### src/rtl/i2c_xfer_ctrl.sv
// -----------------------------------------------------------------------------
// i2c_xfer_ctrl
// Sequencer that drives a memory-mapped I2C master controller (i2c_top_module)
// through its register port to perform whole read/write transactions.
//
// After reset it programs the frequency divider and enables the controller,
// then accepts one command at a time (address, direction, byte count) and
// steps through START / address / data bytes / STOP by writing CR and DR and
// polling SR for MIF.
//
// Ports
//   sysclk_i, reset_n_i        clock, asynchronous active-low reset
//   cmd_valid_i / cmd_ready_o  command handshake
//   cmd_addr_i[6:0]            slave address
//   cmd_rw_i                   1 = read, 0 = write
//   cmd_len_i[3:0]             data byte count (0 = address-only probe)
//   tx_data_i[7:0] / tx_req_o  write byte, consumed in the tx_req_o cycle
//   rx_data_o[7:0] / rx_valid_o received byte strobe
//   done_o / err_o / busy_o    end pulse, error (qualified by done_o), active
//   wr_ena_o, wr_addr_o, wr_data_o   controller register write port
//   rd_ena_o, rd_addr_o, rd_data_i   controller register read port
//                                    (rd_data_i valid one cycle after rd_ena_o)
// -----------------------------------------------------------------------------
module i2c_xfer_ctrl #(
   parameter logic [7:0]  FDR_VAL  = 8'h07,
   parameter int unsigned POLL_GAP = 4
) (
   input  logic       sysclk_i,
   input  logic       reset_n_i,
   input  logic       cmd_valid_i,
   output logic       cmd_ready_o,
   input  logic [6:0] cmd_addr_i,
   input  logic       cmd_rw_i,
   input  logic [3:0] cmd_len_i,
   input  logic [7:0] tx_data_i,
   output logic       tx_req_o,
   output logic [7:0] rx_data_o,
   output logic       rx_valid_o,
   output logic       done_o,
   output logic       err_o,
   output logic       busy_o,
   output logic       wr_ena_o,
   output logic [4:0] wr_addr_o,
   output logic [7:0] wr_data_o,
   output logic       rd_ena_o,
   output logic [4:0] rd_addr_o,
   input  logic [7:0] rd_data_i
);

   localparam logic [4:0] A_FDR = 5'h04;
   localparam logic [4:0] A_CR  = 5'h08;
   localparam logic [4:0] A_SR  = 5'h0C;
   localparam logic [4:0] A_DR  = 5'h10;

   localparam logic [7:0] CR_IDLE  = 8'h80;  // MEN only: also generates STOP
   localparam logic [7:0] CR_START = 8'hB0;  // MEN|MSTA|MTX
   localparam logic [7:0] CR_RX    = 8'hA0;  // MEN|MSTA
   localparam logic [7:0] CR_RXNAK = 8'hA8;  // MEN|MSTA|TXAK

   localparam logic [7:0] GAP = 8'(POLL_GAP);

   typedef enum logic [3:0] {
      S_INIT_FDR, S_INIT_CR, S_IDLE, S_START, S_ADDR, S_POLL, S_CHK,
      S_TXB, S_RXSET, S_RXDUMMY, S_RXB, S_STOP, S_FIN
   } state_t;

   // Which byte the pending MIF belongs to.
   typedef enum logic [1:0] {PH_ADDR, PH_TX, PH_RX} phase_t;

   state_t     state_q, state_d;
   phase_t     phase_q;
   logic [6:0] addr_q;
   logic       rw_q;
   logic [3:0] len_q;
   logic [3:0] cnt_q;
   logic       err_q;
   logic [7:0] gap_q;
   logic       chk2_q;     // second CHK cycle: CR update before reading DR
   logic       rx_pend_q;  // DR read issued last cycle, data arriving now

   logic sr_mif, sr_mal, sr_rxak;
   logic gap_done, last_rx, penult_rx;

   assign sr_mif  = rd_data_i[1];
   assign sr_mal  = rd_data_i[4];
   assign sr_rxak = rd_data_i[0];

   assign gap_done  = (gap_q == GAP);
   // 5-bit compares so that len=15 never wraps
   assign last_rx   = (({1'b0, cnt_q} + 5'd1) == {1'b0, len_q});
   assign penult_rx = (({1'b0, cnt_q} + 5'd2) == {1'b0, len_q});

   // State register
   always_ff @(posedge sysclk_i or negedge reset_n_i) begin
      if (!reset_n_i) state_q <= S_INIT_FDR;
      else            state_q <= state_d;
   end

   // Next-state logic
   always_comb begin
      state_d = state_q;
      case (state_q)
         S_INIT_FDR: state_d = S_INIT_CR;
         S_INIT_CR:  state_d = S_IDLE;
         S_IDLE:     if (cmd_valid_i) state_d = S_START;
         S_START:    state_d = S_ADDR;
         S_ADDR:     state_d = S_POLL;
         S_POLL:     if (gap_done) state_d = S_CHK;
         S_CHK: begin
            if (chk2_q)       state_d = S_RXB;
            else if (!sr_mif) state_d = S_POLL;
            else if (sr_mal)  state_d = S_FIN;   // controller already left the bus
            else begin
               case (phase_q)
                  PH_ADDR: begin
                     if (sr_rxak || (len_q == 4'd0)) state_d = S_STOP;
                     else if (rw_q)                  state_d = S_RXSET;
                     else                            state_d = S_TXB;
                  end
                  PH_TX: begin
                     if (sr_rxak || (cnt_q == len_q)) state_d = S_STOP;
                     else                             state_d = S_TXB;
                  end
                  default: begin
                     if (last_rx || penult_rx) state_d = S_CHK;
                     else                      state_d = S_RXB;
                  end
               endcase
            end
         end
         S_TXB:     state_d = S_POLL;
         S_RXSET:   state_d = S_RXDUMMY;
         S_RXDUMMY: state_d = S_POLL;
         S_RXB:     state_d = last_rx ? S_FIN : S_POLL;
         S_STOP:    state_d = S_FIN;
         S_FIN:     state_d = S_IDLE;
         default:   state_d = S_INIT_FDR;
      endcase
   end

   // Transaction context
   always_ff @(posedge sysclk_i or negedge reset_n_i) begin
      if (!reset_n_i) begin
         phase_q   <= PH_ADDR;
         addr_q    <= 7'h00;
         rw_q      <= 1'b0;
         len_q     <= 4'h0;
         cnt_q     <= 4'h0;
         err_q     <= 1'b0;
         gap_q     <= 8'h00;
         chk2_q    <= 1'b0;
         rx_pend_q <= 1'b0;
      end else begin
         rx_pend_q <= (state_q == S_RXB);

         if ((state_q == S_POLL) && !gap_done) gap_q <= gap_q + 8'd1;
         else                                  gap_q <= 8'h00;

         case (state_q)
            S_IDLE: begin
               if (cmd_valid_i) begin
                  addr_q <= cmd_addr_i;
                  rw_q   <= cmd_rw_i;
                  len_q  <= cmd_len_i;
                  cnt_q  <= 4'h0;
                  err_q  <= 1'b0;
               end
            end
            S_ADDR:    phase_q <= PH_ADDR;
            S_TXB: begin
               phase_q <= PH_TX;
               cnt_q   <= cnt_q + 4'd1;
            end
            S_RXDUMMY: phase_q <= PH_RX;
            S_RXB:     cnt_q   <= cnt_q + 4'd1;
            S_CHK: begin
               if (chk2_q) chk2_q <= 1'b0;
               else if (sr_mif) begin
                  if (sr_mal) err_q <= 1'b1;
                  else if ((phase_q != PH_RX) && sr_rxak) err_q <= 1'b1;
                  else if ((phase_q == PH_RX) && (last_rx || penult_rx)) chk2_q <= 1'b1;
               end
            end
            default: ;
         endcase
      end
   end

   // Output logic
   always_comb begin
      cmd_ready_o = 1'b0;
      tx_req_o    = 1'b0;
      done_o      = 1'b0;
      err_o       = 1'b0;
      wr_ena_o    = 1'b0;
      wr_addr_o   = 5'h00;
      wr_data_o   = 8'h00;
      rd_ena_o    = 1'b0;
      rd_addr_o   = 5'h00;
      case (state_q)
         S_INIT_FDR: begin
            // Held off while in reset so the FDR write lands on the first edge
            // after release and the port is quiet during reset.
            if (reset_n_i) begin
               wr_ena_o  = 1'b1;
               wr_addr_o = A_FDR;
               wr_data_o = FDR_VAL;
            end
         end
         S_INIT_CR: begin
            wr_ena_o  = 1'b1;
            wr_addr_o = A_CR;
            wr_data_o = CR_IDLE;
         end
         S_IDLE: cmd_ready_o = 1'b1;
         S_START: begin
            wr_ena_o  = 1'b1;
            wr_addr_o = A_CR;
            wr_data_o = CR_START;
         end
         S_ADDR: begin
            wr_ena_o  = 1'b1;
            wr_addr_o = A_DR;
            wr_data_o = {addr_q, rw_q};
         end
         S_POLL: begin
            if (gap_done) begin
               rd_ena_o  = 1'b1;
               rd_addr_o = A_SR;
            end
         end
         S_CHK: begin
            if (chk2_q) begin
               // Last byte: STOP before the DR read; second-to-last: NACK next
               wr_ena_o  = 1'b1;
               wr_addr_o = A_CR;
               wr_data_o = last_rx ? CR_IDLE : CR_RXNAK;
            end else if (sr_mif) begin
               wr_ena_o  = 1'b1;
               wr_addr_o = A_SR;
               wr_data_o = 8'h00;
            end
         end
         S_TXB: begin
            tx_req_o  = 1'b1;
            wr_ena_o  = 1'b1;
            wr_addr_o = A_DR;
            wr_data_o = tx_data_i;
         end
         S_RXSET: begin
            wr_ena_o  = 1'b1;
            wr_addr_o = A_CR;
            wr_data_o = (len_q == 4'd1) ? CR_RXNAK : CR_RX;
         end
         S_RXDUMMY, S_RXB: begin
            rd_ena_o  = 1'b1;
            rd_addr_o = A_DR;
         end
         S_STOP: begin
            wr_ena_o  = 1'b1;
            wr_addr_o = A_CR;
            wr_data_o = CR_IDLE;
         end
         S_FIN: begin
            done_o = 1'b1;
            err_o  = err_q;
         end
         default: ;
      endcase
   end

   assign busy_o     = !((state_q == S_INIT_FDR) || (state_q == S_INIT_CR) ||
                         (state_q == S_IDLE));
   assign rx_valid_o = rx_pend_q;
   assign rx_data_o  = rx_pend_q ? rd_data_i : 8'h00;

endmodule

### config.mk
export PLATFORM = sky130hd
export DESIGN_NAME = i2c_xfer_ctrl
export DESIGN_NICKNAME = d
export VERILOG_FILES = /design/src/rtl/i2c_xfer_ctrl.sv
export SDC_FILE = /design/constraint.sdc
export NUM_CORES = 1
export LEC_CHECK = 0
export ABC_CLOCK_PERIOD_IN_PS = 1690
export BUFFER_PORTS_ARGS = -buffer_cell sky130_fd_sc_hd__buf_2
export CORE_AREA = 4 4 101 103
export DETAILED_ROUTE_END_ITERATION = 8
export DIE_AREA = 0 0 105 107
export PLACE_DENSITY = 0.53
export SYNTH_ARGS = -nofsm -noshare
export SYNTH_HDL_FRONTEND = slang
export SYNTH_SLANG_ARGS = --single-unit
### constraint.sdc
create_clock -name sysclk_i -period 1.69 [get_ports sysclk_i]
set_input_delay 0.338 -clock sysclk_i [delete_from_list [all_inputs] [get_ports sysclk_i]]
set_output_delay 0.338 -clock sysclk_i [all_outputs]
set_load 0.05 [all_outputs]
* Word-level counts from Yosys, hierarchy flattened
Index checks and enable logic that the tools add are counted.
Storage, ports and cells: bits in registers 33, latch bits 0, memory bits (writable) 0, bits in read-only memories 0, bits of input ports 31, memories kept 0
Cells by class: add/subtract/negate cells 4, multipliers 0, divide/modulo/power cells 0, order comparisons 0, equality and inequality tests 25, shift-type cells 0, multiplexer cells 49, bitwise gates (word level) 0, reductions and logical operators 28
Operator list (number):
- $mux W4 | 15
- $pmux W8 S7 | 1
- $pmux W4 S10 | 1
- $mux W8 | 3
- $eq A4 B4 Y1 const B | 5
- $pmux W5 S4 | 1
- $mux W1 | 18
- $eq A4 B3 Y1 const B | 4
- $pmux W4 S2 | 2
- $eq A5 B4 Y1 | 2
- $ne A2 B2 Y1 const B | 5
- $pmux W5 S2 | 1
- $reduce_or A2 Y1 | 5
- $add A8 B1 Y8 const B | 1
- $eq A4 B1 Y1 const B | 2
- $eq A4 B2 Y1 const B | 2
- $eq A8 B3 Y1 const B | 1
- $logic_not A4 Y1 | 2
- $mux W3 | 2
- $mux W6 | 1
- $pmux W2 S3 | 1
- $reduce_and A2 Y1 | 3
- $reduce_or A6 Y1 | 1
- $add A4 B1 Y5 const B | 1
- 17 further kinds | 26

* Logic depth before layout (Yosys ltp)
depth in word-level cells 9, mapped depth 7, depth with buffers taken out 6

* Least setup slack after synthesis
Ideal clock, no wire load.
kind reg-to-output, from register state_q[3], to output port err_o, arrival time 2572 ps, required time 1352 ps, slack -1220 ps, stages on the path, launching flop included 6, buffers on the path 2, cell sequence dfrtp_1 > buf_2 > buf_1 > nand2_1 > nor3_1 > and2_1
On the way: cells in the longest elaborated chain, start to end 2
Ends and longest elaborated chain:
- from (decl) | line 70 | state_t state_q, state_d;
- from (signal assigned) | line 96 | else state_q <= state_d;
- $eq A4 B4 Y1 | line 200 | case (state_q)
- $mux W1 | line 200
- to (decl) | line 40 | output logic err_o,
No other way between the ends.

* Worst setup path after layout
from register cnt_q[1], to output port wr_data_o[5]
On the way: cells in the longest elaborated chain, start to end 5
Ends and longest elaborated chain:
- from (decl) | line 75 | logic [3:0] cnt_q;
- from (signal assigned) | line 172 | cnt_q <= cnt_q + 4'd1;
- from (signal assigned) | line 175 | S_RXB: cnt_q <= cnt_q + 4'd1;
- $add A4 B1 Y5 | line 90 | assign last_rx = (({1'b0, cnt_q} + 5'd1) == {1'b0, len_q});
- $eq A5 B4 Y1 | line 90
- $mux W6 | line 237 | wr_data_o = last_rx ? CR_IDLE : CR_RXNAK;
- $mux W8 | line 233 | if (chk2_q) begin
- $pmux W8 S7 | line 200
- to (decl) | line 44 | output logic [7:0] wr_data_o,
No other way between the ends.

==> results by group <==
GRT
  • Global route overflow: 0
  • First-pass GRT wire length: 13260 µm
  • Antenna violations before repair: 0
  • Largest net degree at the start of global routing: 34
  • Vias in the first global route: 2655
  • Gr usage total: 14.65%

Route
  • Post-route ant nets: 0
  • Avg WL per Cell: 15.89 µm
  • DR vias: 2656
  • Routed WL: 8549 µm
  • Initial drt markers: 133
  • Drt first pass iters: 5
  • Via density: 4.937
  • Drc violations: 0

Cells and area
  • Final net count: 461
  • Non-Filler Instances: 538
  • Register area: 832.0 µm²
  • Most common cell after layout, fill and taps aside: buf_4
  • ANT cells: 0
  • Area Overhead vs Synth: 94.47%
  • Share of layout cells above drive strength 1: 62.30%
  • Commonest cells after routing, fill and taps aside: 74 x buf_4, 41 x buf_6, 39 x buf_2, 28 x dfrtp_1, 17 x nor2_1
  • Multi-input gate area: 1794 µm²
  • Fill count: 861

Floorplanning
  • Core Box Area: 9196 µm²
  • Initial cell density of the core: 24.61%
  • Site Rows: 35
  • Die height: 107 µm
  • I/O pins: 65
  • Die footprint: 11240 µm²
  • Die Wd: 105 µm

Power
  • Clock share of power: 9.8%
  • Psw: 3625 µW
  • Total chip power: 8193 µW
  • Max VDD drop: 1234 µV
  • Internal: 4567 µW
  • Leakage: 0.002021 µW
  • Sequential fraction of design power: 16.8%
  • Switching part of the total: 44.25%
  • Power share of the combinational group: 73.4%
  • Pwr dens: 1861 nW/µm²

CTS
  • TritonCTS clock tree: built
  • CTS Hold Bufs: 0
  • Clk Latency, worst-skew pair: 0.29 ns
  • Root Driver: clkbuf_8
  • CTS clk-pin slew, worst paths: 0.08 ns
  • CTS max path bufs: 2
  • CTS H-tree lvls: 2
  • Sink Count: 33
  • Num CTS Buffers: 5

Timing
  • Final period util: 129.7%
  • Hold slack final: 0.1466 ns
  • Final setup vio count: 38
  • Crit path time final: 2.192 ns
  • RSZ-0062 raised after global routing: true
  • FMAX: 456.3 MHz
  • Final setup margin: -0.5015 ns
  • Layout Skew: 0.007954 ns
  • Final Max Tran Viols: 0
  • Final hold vios: 0

Critical path
  • Critical Path Fanout Max: 5
  • Slowest-stage cell, CP: dfrtp_2
  • Crit end category: primary output
  • Crit Reg-Reg Endpoint: state_q[3]$_DFFE_PN0P_
  • Worst flop-to-flop path startpoint: cnt_q[1]$_DFFE_PN0P_
  • Critical path arrival: 1.85 ns
  • Crit path cell chain: ha_4, o21ba_4, a32oi_2, nand3_2, nand4_1, o211ai_1, buf_4
  • CP peak stage delay: 0.45 ns
  • Startpoint Class: register
  • Required @ worst endpoint: 1.35 ns
  • Reg2Reg Setup Slack: -0.31 ns
  • Critical path class: reg2out
  • R2R cell count: 8

Synthesis
  • Synth area leaders: dfrtp_1 36%, mux2_2 6.0%, nand2_1 3.8%
  • Synth warn: 0
  • Cell Area, Synth: 2263 µm²
  • Async SR Flop Fraction: 100.0%
  • Seq/Total Area, Yosys: 36.48%
  • Synth cell types: 53
  • Area share of the largest cell type after synthesis: 36.48%
  • Main synth FF type: dfrtp_1
  • Yosys top cell by area: dfrtp_1
  • Post-synth EDFFs: 0
  • Synthesized area per cell: 8.541 µm²
  • Cells after synthesis: 265
  • Seq cells post-synth: 33

Placement
  • Dpl ws: -0.2653 ns
  • RD Place Congestion: 0.8680
  • DP Cell Count: 488
  • Port buffer count: 60
  • Detailed Place HPWL: 5599 µm

Run
  • Max-cap violations: 0

Status
  • Run status: complete, but fails checks
  • Failing checks: setup timing

Worst hold path
  • Hold Path Class: in2async
repair_timing:
action | 4_1_cts | 5_1_grt
setup buffers | 30 | 18
cloned | 0 | 1
pin swaps | 28 | 40
gates resized for setup | 136 | 44
setup endpoints to repair | 38 | 50
sequential cells by signal, indices dropped and copies added, names as in the netlist:
| signal | count |
|---|---|
| err_q | 1 |
| chk2_q | 1 |
| state_q | 4 |
| phase_q | 2 |
| len_q | 4 |
| gap_q | 8 |
| cnt_q | 4 |
| addr_q | 7 |
| rw_q | 1 |
| rx_valid_o | 1 |
critical path, delay by kind of cell, from the launching register on:
kind            cells  cell delay, ns
buf+inv             1            0.21
simple gates        2            0.22
fa+ha+maj           1            0.19
flops               1            0.45
compound gates      3            0.51
cells in the mapped netlist (all sizes together), types with 3 or more instances:
master / count
a21oi: 12
a22oi: 6
a31oi: 3
and2: 12
buf: 14
clkbuf: 5
dfrtp: 33
ha: 4
inv: 11
mux2: 12
nand2: 23
nand2b: 5
nand3: 11
nand3b: 3
nand4: 3
nor2: 23
nor2b: 5
nor3: 8
nor4: 4
o21ai: 15
o31ai: 3
xnor2: 10
xor2: 6
cell type report:
class / instances / area share (%)
timing repair buffer: 170 / 33.46
sequential: 33 / 18.90
clock buffer: 6 / 1.876
multi-input combinational: 205 / 40.76
clock inverter: 2 / 0.8528
inverter: 11 / 0.9949
tap: 111 / 3.155
through the flow:
step	cell area (µm²)	setup TNS (ns)	utilization, %
2_1_floorplan	2426	-4.526	-
3_3_place_gp	3249	-3.467	35.33
3_5_place_dp	3249	-3.780	35.33
4_1_cts	4129	-5.877	44.90
5_1_grt	4402	-9.363	47.86
6_report	4402	-6.748	47.86
metal layers:
metal	vias up	share of wire (%)	track usage, %	routed length [µm]
met4	0	1.8	4.873	158
met2	101	49	24.34	4195
met1	1285	42	18.81	3565
li1	1258	-	-	-
met5	-	0	0	0
met3	12	7.4	3.311	629
power groups by stage:
stage,clock [µW],combinational [µW],sequential [µW]
3_5_place_dp,0,3990,1330
4_1_cts,818,5480,1360
6_report,800,6020,1380
5_1_grt,852,6390,1410
2_1_floorplan,0,2670,1270
3_3_place_gp,0,3970,1320
cells by family after synthesis:
logic type / count (synthesis) / share of synthesized area (%)
adders and majority gates: 4 / 2.211
buffers and inverters: 30 / 6.192
and+or+nand+nor: 105 / 23.44
DFF: 33 / 36.48
other: 1 / 0.1657
muxes: 13 / 6.412
xor gates and xnor gates: 16 / 6.523
AOI/OAI and AO/OA: 63 / 18.57
worst max path at each step:
stage | startpoint | end | slack [ns] | depth (start not counted)
after floorplan | cnt_q[1]$_DFFE_PN0P_ | wr_data_o[3] | -0.35 | 6
after global placement | state_q[3]$_DFFE_PN0P_ | state_q[1]$_DFFE_PN0P_ | -0.34 | 7
after detailed placement | cnt_q[1]$_DFFE_PN0P_ | wr_data_o[5] | -0.27 | 7
after CTS | cnt_q[1]$_DFFE_PN0P_ | wr_data_o[5] | -0.53 | 7
after global routing | cnt_q[1]$_DFFE_PN0P_ | wr_data_o[5] | -0.57 | 7
final | cnt_q[1]$_DFFE_PN0P_ | wr_data_o[5] | -0.50 | 7
Power figures use the tool's default switching activity.
